**config.mk**
```make
export PLATFORM = sky130hd
export DESIGN_NAME = pipeline_hazard_ctrl
export DESIGN_NICKNAME = d
export VERILOG_FILES = /design/src/rtl/pipeline_hazard_ctrl.sv
export SDC_FILE = /design/constraint.sdc
export NUM_CORES = 1
export LEC_CHECK = 0
export CORE_ASPECT_RATIO = 0.7
export CORE_MARGIN = 3
export CORE_UTILIZATION = 40
export DETAILED_ROUTE_END_ITERATION = 16
export PLACE_DENSITY = 0.78
export SYNTH_ARGS = -nofsm -noshare
export SYNTH_HDL_FRONTEND = slang
export SYNTH_SLANG_ARGS = --single-unit
```
**constraint.sdc**
```tcl
create_clock -name clk -period 3.3 [get_ports clk]
set_input_delay 0.825 -clock clk [delete_from_list [all_inputs] [get_ports clk]]
set_output_delay 0.825 -clock clk [all_outputs]
set_load 0.05 [all_outputs]
```
**src/rtl/pipeline_hazard_ctrl.sv**
```systemverilog
// Stall/flush sequencer for the 5-stage pipeline: load-use bubbles, redirect flushes,
// whole-pipe freeze on data-memory wait, and a saturating stall-cycle counter.
module pipeline_hazard_ctrl #(
    parameter logic [3:0]  OP1_LW       = 4'b1001,
    parameter logic [3:0]  OP1_BR       = 4'b0010,
    parameter logic [3:0]  OP1_JAL      = 4'b1011,
    parameter int unsigned LOAD_STALLS  = 1,
    parameter int unsigned FLUSH_CYCLES = 2
) (
    input  logic        clk,
    input  logic        reset,
    input  logic [3:0]  idRs1,
    input  logic [3:0]  idRs2,
    input  logic        idUsesRs1,
    input  logic        idUsesRs2,
    input  logic [3:0]  exInstType,
    input  logic        exBrTaken,
    input  logic [3:0]  exWrtIndex,
    input  logic        exRegWrEn,
    input  logic        memReq,
    input  logic        memReady,
    output logic        pcWrEn,
    output logic        pcSel,
    output logic        ifIdWrEn,
    output logic        ifIdFlush,
    output logic        idExWrEn,
    output logic        idExFlush,
    output logic        exMemWrEn,
    output logic [15:0] stallCount
);

    typedef enum logic [1:0] {
        StRun,
        StLdStall,
        StFlush,
        StMemWait
    } state_e;

    state_e      state_q, state_d;
    state_e      ret_q, ret_d;
    state_e      eff_state;
    logic [2:0]  cnt_q, cnt_d;
    logic [15:0] stall_cnt_q, stall_cnt_d;

    logic mem_stall;
    logic redirect;
    logic load_use;
    logic rs1_hit;
    logic rs2_hit;

    assign mem_stall = memReq & ~memReady;
    assign redirect  = ((exInstType == OP1_BR) & exBrTaken) | (exInstType == OP1_JAL);
    assign rs1_hit   = idUsesRs1 & (idRs1 == exWrtIndex);
    assign rs2_hit   = idUsesRs2 & (idRs2 == exWrtIndex);
    assign load_use  = (exInstType == OP1_LW) & exRegWrEn & (exWrtIndex != 4'd0) &
                       (rs1_hit | rs2_hit);

    // A released memory wait behaves exactly like the state it interrupted.
    assign eff_state = (state_q == StMemWait) ? ret_q : state_q;

    always_comb begin
        state_d   = state_q;
        ret_d     = ret_q;
        cnt_d     = cnt_q;
        pcWrEn    = 1'b1;
        pcSel     = 1'b0;
        ifIdWrEn  = 1'b1;
        ifIdFlush = 1'b0;
        idExWrEn  = 1'b1;
        idExFlush = 1'b0;
        exMemWrEn = 1'b1;

        if (mem_stall) begin
            pcWrEn    = 1'b0;
            ifIdWrEn  = 1'b0;
            idExWrEn  = 1'b0;
            exMemWrEn = 1'b0;
            state_d   = StMemWait;
            if (state_q != StMemWait) begin
                ret_d = state_q;
            end
        end else begin
            state_d = eff_state;
            ret_d   = StRun;
            case (eff_state)
                StRun: begin
                    if (redirect) begin
                        pcSel     = 1'b1;
                        ifIdFlush = 1'b1;
                        idExFlush = 1'b1;
                        if (FLUSH_CYCLES > 0) begin
                            state_d = StFlush;
                            cnt_d   = 3'(FLUSH_CYCLES);
                        end
                    end else if (load_use) begin
                        pcWrEn    = 1'b0;
                        ifIdWrEn  = 1'b0;
                        idExFlush = 1'b1;
                        if (LOAD_STALLS > 1) begin
                            state_d = StLdStall;
                            cnt_d   = 3'(LOAD_STALLS - 1);
                        end
                    end
                end
                StLdStall: begin
                    pcWrEn    = 1'b0;
                    ifIdWrEn  = 1'b0;
                    idExFlush = 1'b1;
                    cnt_d     = cnt_q - 3'd1;
                    if (cnt_q <= 3'd1) begin
                        state_d = StRun;
                    end
                end
                StFlush: begin
                    // EX holds a bubble here, so any redirect decode is stale.
                    idExFlush = 1'b1;
                    cnt_d     = cnt_q - 3'd1;
                    if (cnt_q <= 3'd1) begin
                        state_d = StRun;
                    end
                end
                default: begin
                    state_d = StRun;
                end
            endcase
        end

        if (!reset) begin
            pcWrEn    = 1'b0;
            pcSel     = 1'b0;
            ifIdWrEn  = 1'b0;
            ifIdFlush = 1'b1;
            idExWrEn  = 1'b0;
            idExFlush = 1'b1;
            exMemWrEn = 1'b0;
        end
    end

    always_comb begin
        stall_cnt_d = stall_cnt_q;
        if (!pcWrEn && (stall_cnt_q != 16'hFFFF)) begin
            stall_cnt_d = stall_cnt_q + 16'd1;
        end
    end

    assign stallCount = stall_cnt_q;

    always_ff @(posedge clk or negedge reset) begin
        if (!reset) begin
            state_q     <= StRun;
            ret_q       <= StRun;
            cnt_q       <= 3'd0;
            stall_cnt_q <= 16'd0;
        end else begin
            state_q     <= state_d;
            ret_q       <= ret_d;
            cnt_q       <= cnt_d;
            stall_cnt_q <= stall_cnt_d;
        end
    end

endmodule
```
### Word level (Yosys, flattened, before mapping)

Index checks and enable logic that the tools add are counted.

| word-level totals | value |
|---|---|
| bits in registers | 23 |
| input bits | 24 |
| output and inout bits | 23 |
| word-level logic and storage cells | 63 |

| operators by class | value |
|---|---|
| add/subtract/negate cells | 2 |
| $lt $le $gt $ge | 1 |
| equality and inequality tests | 12 |
| muxes and demuxes | 26 |
| bitwise gates (word level) | 11 |
| reductions and logical operators | 7 |

Operators with widths:

| kind | count |
|---|---|
| adder 16 x 1 -> 16 bit, second input constant | 1 |
| != test 16 bit, second input constant | 1 |
| 2-to-1 mux 1 bit | 15 |
| 2-to-1 mux 2 bit | 6 |
| equality test 4 bit | 2 |
| equality test 4 bit, second input constant | 2 |
| bitwise AND 1 bit | 7 |
| one-hot mux 3 bit (2 select lines) | 1 |
| equality test 2 bit, second input constant | 2 |
| equality test 4 x 2 -> 1 bit, second input constant | 1 |
| != test 2 bit, second input constant | 2 |
| one-hot mux 1 bit (2 select lines) | 2 |
| one-hot mux 2 bit (2 select lines) | 1 |
| nonzero test 4 bit | 1 |
| <= comparator 3 x 1 -> 1 bit, second input constant | 1 |
| 2-to-1 mux 3 bit | 1 |
| AND reduction 3 bit | 1 |
| subtractor 3 x 1 -> 3 bit, second input constant | 1 |
| equality test 2 x 1 -> 1 bit, second input constant | 1 |
| logical NOT 2 bit | 1 |
| != test 2 x 1 -> 1 bit, second input constant | 1 |
| inverter 1 bit | 2 |
| OR 1 bit | 2 |
| nonzero test 2 bit | 1 |
| 3 further kinds | 3 |

### Depth between registers and ports, before layout

| logic depth | value |
|---|---|
| word-level depth | 11 |
| mapped depth | 10 |
| depth with buffers taken out | 9 |

### Least setup slack after synthesis

OpenSTA, ideal clock, no wires.

| path | value |
|---|---|
| kind | input to output |
| from | input port memReady |
| to | output port pcWrEn |
| arrival | 2.689 ns |
| data required time | 2.475 ns |
| setup slack | -0.214 ns |
| stages on the path | 6 |
| path buffers | 1 |
| cells stage by stage | nand2b_1 nand2_1 inv_1 o21ai_0 nor2_1 buf_4 |

| between the ends | value |
|---|---|
| longest elaborated chain between the ends | 4 |

Ends and longest elaborated chain:

| what | RTL line | RTL |
|---|---|---|
| from (decl) | 21 | `input logic memReady,` |
| inverter 1 bit | 51 | `assign mem_stall = memReq & ~memReady;` |
| bitwise AND 1 bit | 51 |  |
| 2-to-1 mux 1 bit (2 in a row) | n/a |  |
| to (decl) | 22 | `output logic pcWrEn,` |

No other way between the ends.

### Final worst setup path

| path | value |
|---|---|
| from | input port idRs2[2] |
| to | output port idExFlush |

| between the ends | value |
|---|---|
| longest elaborated chain between the ends | 9 |

Ends and longest elaborated chain:

| what | RTL line | RTL |
|---|---|---|
| from (decl) | 13 | `input logic [3:0] idRs2,` |
| equality test 4 bit | 54 | `assign rs2_hit = idUsesRs2 & (idRs2 == exWrtIndex);` |
| bitwise AND 1 bit | 54 |  |
| OR 1 bit | 56 | `(rs1_hit \| rs2_hit);` |
| bitwise AND 1 bit | 55 | `assign load_use = (exInstType == OP1_LW) & exRegWrEn & (exWrtIndex != 4'd0) &` |
| 2-to-1 mux 1 bit | 95 | `end else if (load_use) begin` |
| 2-to-1 mux 1 bit | 87 | `if (redirect) begin` |
| one-hot mux 1 bit (2 select lines) | 85 | `case (eff_state)` |
| 2-to-1 mux 1 bit | 73 | `if (mem_stall) begin` |
| 2-to-1 mux 1 bit | 128 | `if (!reset) begin` |
| to (decl) | 27 | `output logic idExFlush,` |

No other way between the ends.

==> out/qor.yml <==
run_status: "completed"
htree_num_levels: 1
n_antenna_cell: 0
start_kind: "input port"
dp.cells: 223
clockBufferDepth: 2
port_buffers: 46
reg2reg_depth: 8
synth.distinct_cells: 35
holdPathStages: 1
cts_made_buffers: 3
cts_tree: "done"
fin_nets: 222
wl_per_cell_um: 17.1
grt_pass1_wl_um: 6270
hpwl_um: 3090
drive_above_1_share: 0.178
synthesis.area_um2: 1350
timing.rr.start: "state_q[1]"
max_freq_ghz: 0.313
hold_end: "stallCount[10]"
dr.pass1.iters: 4
synth-seq-cells: 23
ant_nets: 0
min_from: "stallCount[10]"
fin_skew_ps: 8.98
die_area_um2: 4120
drc: 0
worst_pin_slew_ps: 533
relSlewSlack: 0.644
clkSlewWorstSetupHoldPaths_ps: 80
r2r_slack_ps: 760
utilization: 0.689
die_h_um: 54.6
power_per_cell_area_nw_per_um2: 642
yosysWarnings: 0
reg2reg_to: "stallCount[1]"
crit_type: "input port to primary output"
core_um2: 3000
setup_ws_ps: 108
multi_input_area_um2: 774
crit_path_end_kind: "primary output"
crit_arrival_ps: 2370
period_needed_ps: 3190
vias_per_cell: 5.42
globalRoute.totalOverflow: 0
setup_viol: 0
start_util: 0.450
hold_viol: 0
stdcell_area_um2: 2070
antenna_found_initial: 0
place_congestion: 0.768
pin_count: 47
netlist_instances: 136
clock_sink_count: 23
seq_area_frac_synth: 0.426
finalCritPeriodShare: 0.967
hp-class: "flop to flop"
synth_top_cell_area_share: 0.426
synth_nets: 166
slew_viol_final: 0
grt_max_degree: 26
layout_common_cells: "clkdlybuf4s50_1, dfrtp_1, xnor2_1"
post_dp_cell_area_um2: 1950
regArea_um2: 576
clockRootBuffer: "clkbuf_8"
post_cts.repair.setup_buffers: 0
setup_tns_ps: 0
insertion_delay_ps: 270
grt_pass1_vias: 1260
power.leakage_nw: 0.941
cap_violations: 0
vias: 1230
cp_max_fo: 2
finalWirelength_um: 3880
fin_hold_ws_ps: 497
area_delta_synth_final_pct: 53.1
p_total_mw: 1.33
ys_top_cells_by_area: "dfrtp_1, xnor2_1, ha_1, nand4_1, xor2_1"
required_ps: 2470
fillers: 227
track_usage: 0.211
die_x_um: 75.5
final_common_cell: "clkdlybuf4s50_1"
synth_area_leader_cell: "dfrtp_1"
pre_cts_slack_ps: -119
avgSynthCellArea_um2: 9.94
num_rows: 16
vdd_ir_drop_max_v: 0.000433
drt_iter0_drc: 63
final_cells: 227
==> worst max-delay path, stage by stage <==
cell,delay [ps]
clkdlybuf4s50_1,420
xor2_1,150
nor3_1,190
nand3_1,190
a21oi_2,180
o21a_1,120
o21ai_1,50
nand2_1,80
buf_6,160
==> cell usage after synthesis, drive strengths merged <==
library cell,instances
nor3,2
xnor2,16
inv,8
nor2,6
nand2,12
or2b,1
nand4,10
a22o,1
or4,1
a31oi,1
buf,3
nor4bb,1
mux2,1
and2,1
a211oi,1
ha,6
a21oi,3
o21a,3
nand2b,2
or3b,1
clkbuf,1
and3,7
a211o,1
nor2b,1
nand3,5
mux2i,1
and4,1
o21ai,9
xor2,7
dfrtp,23
==> state kept, by name, indices dropped and copies added (netlist names) <==
name        flops
ret_q           2
state_q         2
cnt_q           3
stallCount     16
==> final cells by class <==
| class | instances | area share |
|---|---|---|
| sequential | 23 | 0.278 |
| clock inverter | 1 | 0.00242 |
| clock buffer | 3 | 0.0200 |
| multi-input combinational | 101 | 0.374 |
| tap | 36 | 0.0218 |
| timing repair buffer | 55 | 0.289 |
| inverter | 8 | 0.0145 |
==> cells by family (layout without fill, tap and decap cells) <==
group | after synthesis | after routing | synth area share
DFF | 23 | 23 | 0.426
buffers and inverters | 12 | 67 | 0.0444
xor gates and xnor gates | 23 | 23 | 0.149
adders and majority gates | 6 | 6 | 0.0556
and+or+nand+nor | 51 | 51 | 0.213
muxes | 2 | 2 | 0.0157
AOI/OAI and AO/OA | 19 | 19 | 0.0963
==> where the power goes <==
group / internal [mW] / total (mW) / leakage (nW) / switching [mW]
clock: 0.0844 / 0.175 / 0.0255 / 0.0902
sequential: 0.352 / 0.423 / 0.299 / 0.0714
combinational: 0.291 / 0.730 / 0.617 / 0.440
==> how the worst max path moves through the flow <==
stage                   from        end  slack [ps]  cells past startpoint
2_1_floorplan       memReady     pcWrEn          20                      6
3_3_place_gp   exWrtIndex[0]  idExFlush         -90                      8
3_5_place_dp   exWrtIndex[0]  idExFlush        -120                      8
4_1_cts        exInstType[3]     pcWrEn           9                      7
5_1_grt             idRs2[2]  idExFlush          -5                      9
6_report            idRs2[2]  idExFlush         110                      9
==> routing by layer <==
layer	track usage	routed length, µm	up-vias
met5	0	0	-
met4	0.0465	93	0
met3	0.0440	161	10
met2	0.351	1960	29
met1	0.284	1670	611
li1	-	-	580
==> what timing repair did <==
| action | in CTS | in global routing |
|---|---|---|
| hold buffers | 0 | 0 |
| resized for setup | 13 | 8 |
| endpoints found under the setup margin | 3 | 4 |
| pin swaps | 4 | 5 |
Note: power is estimated with default switching activity, not from simulation.
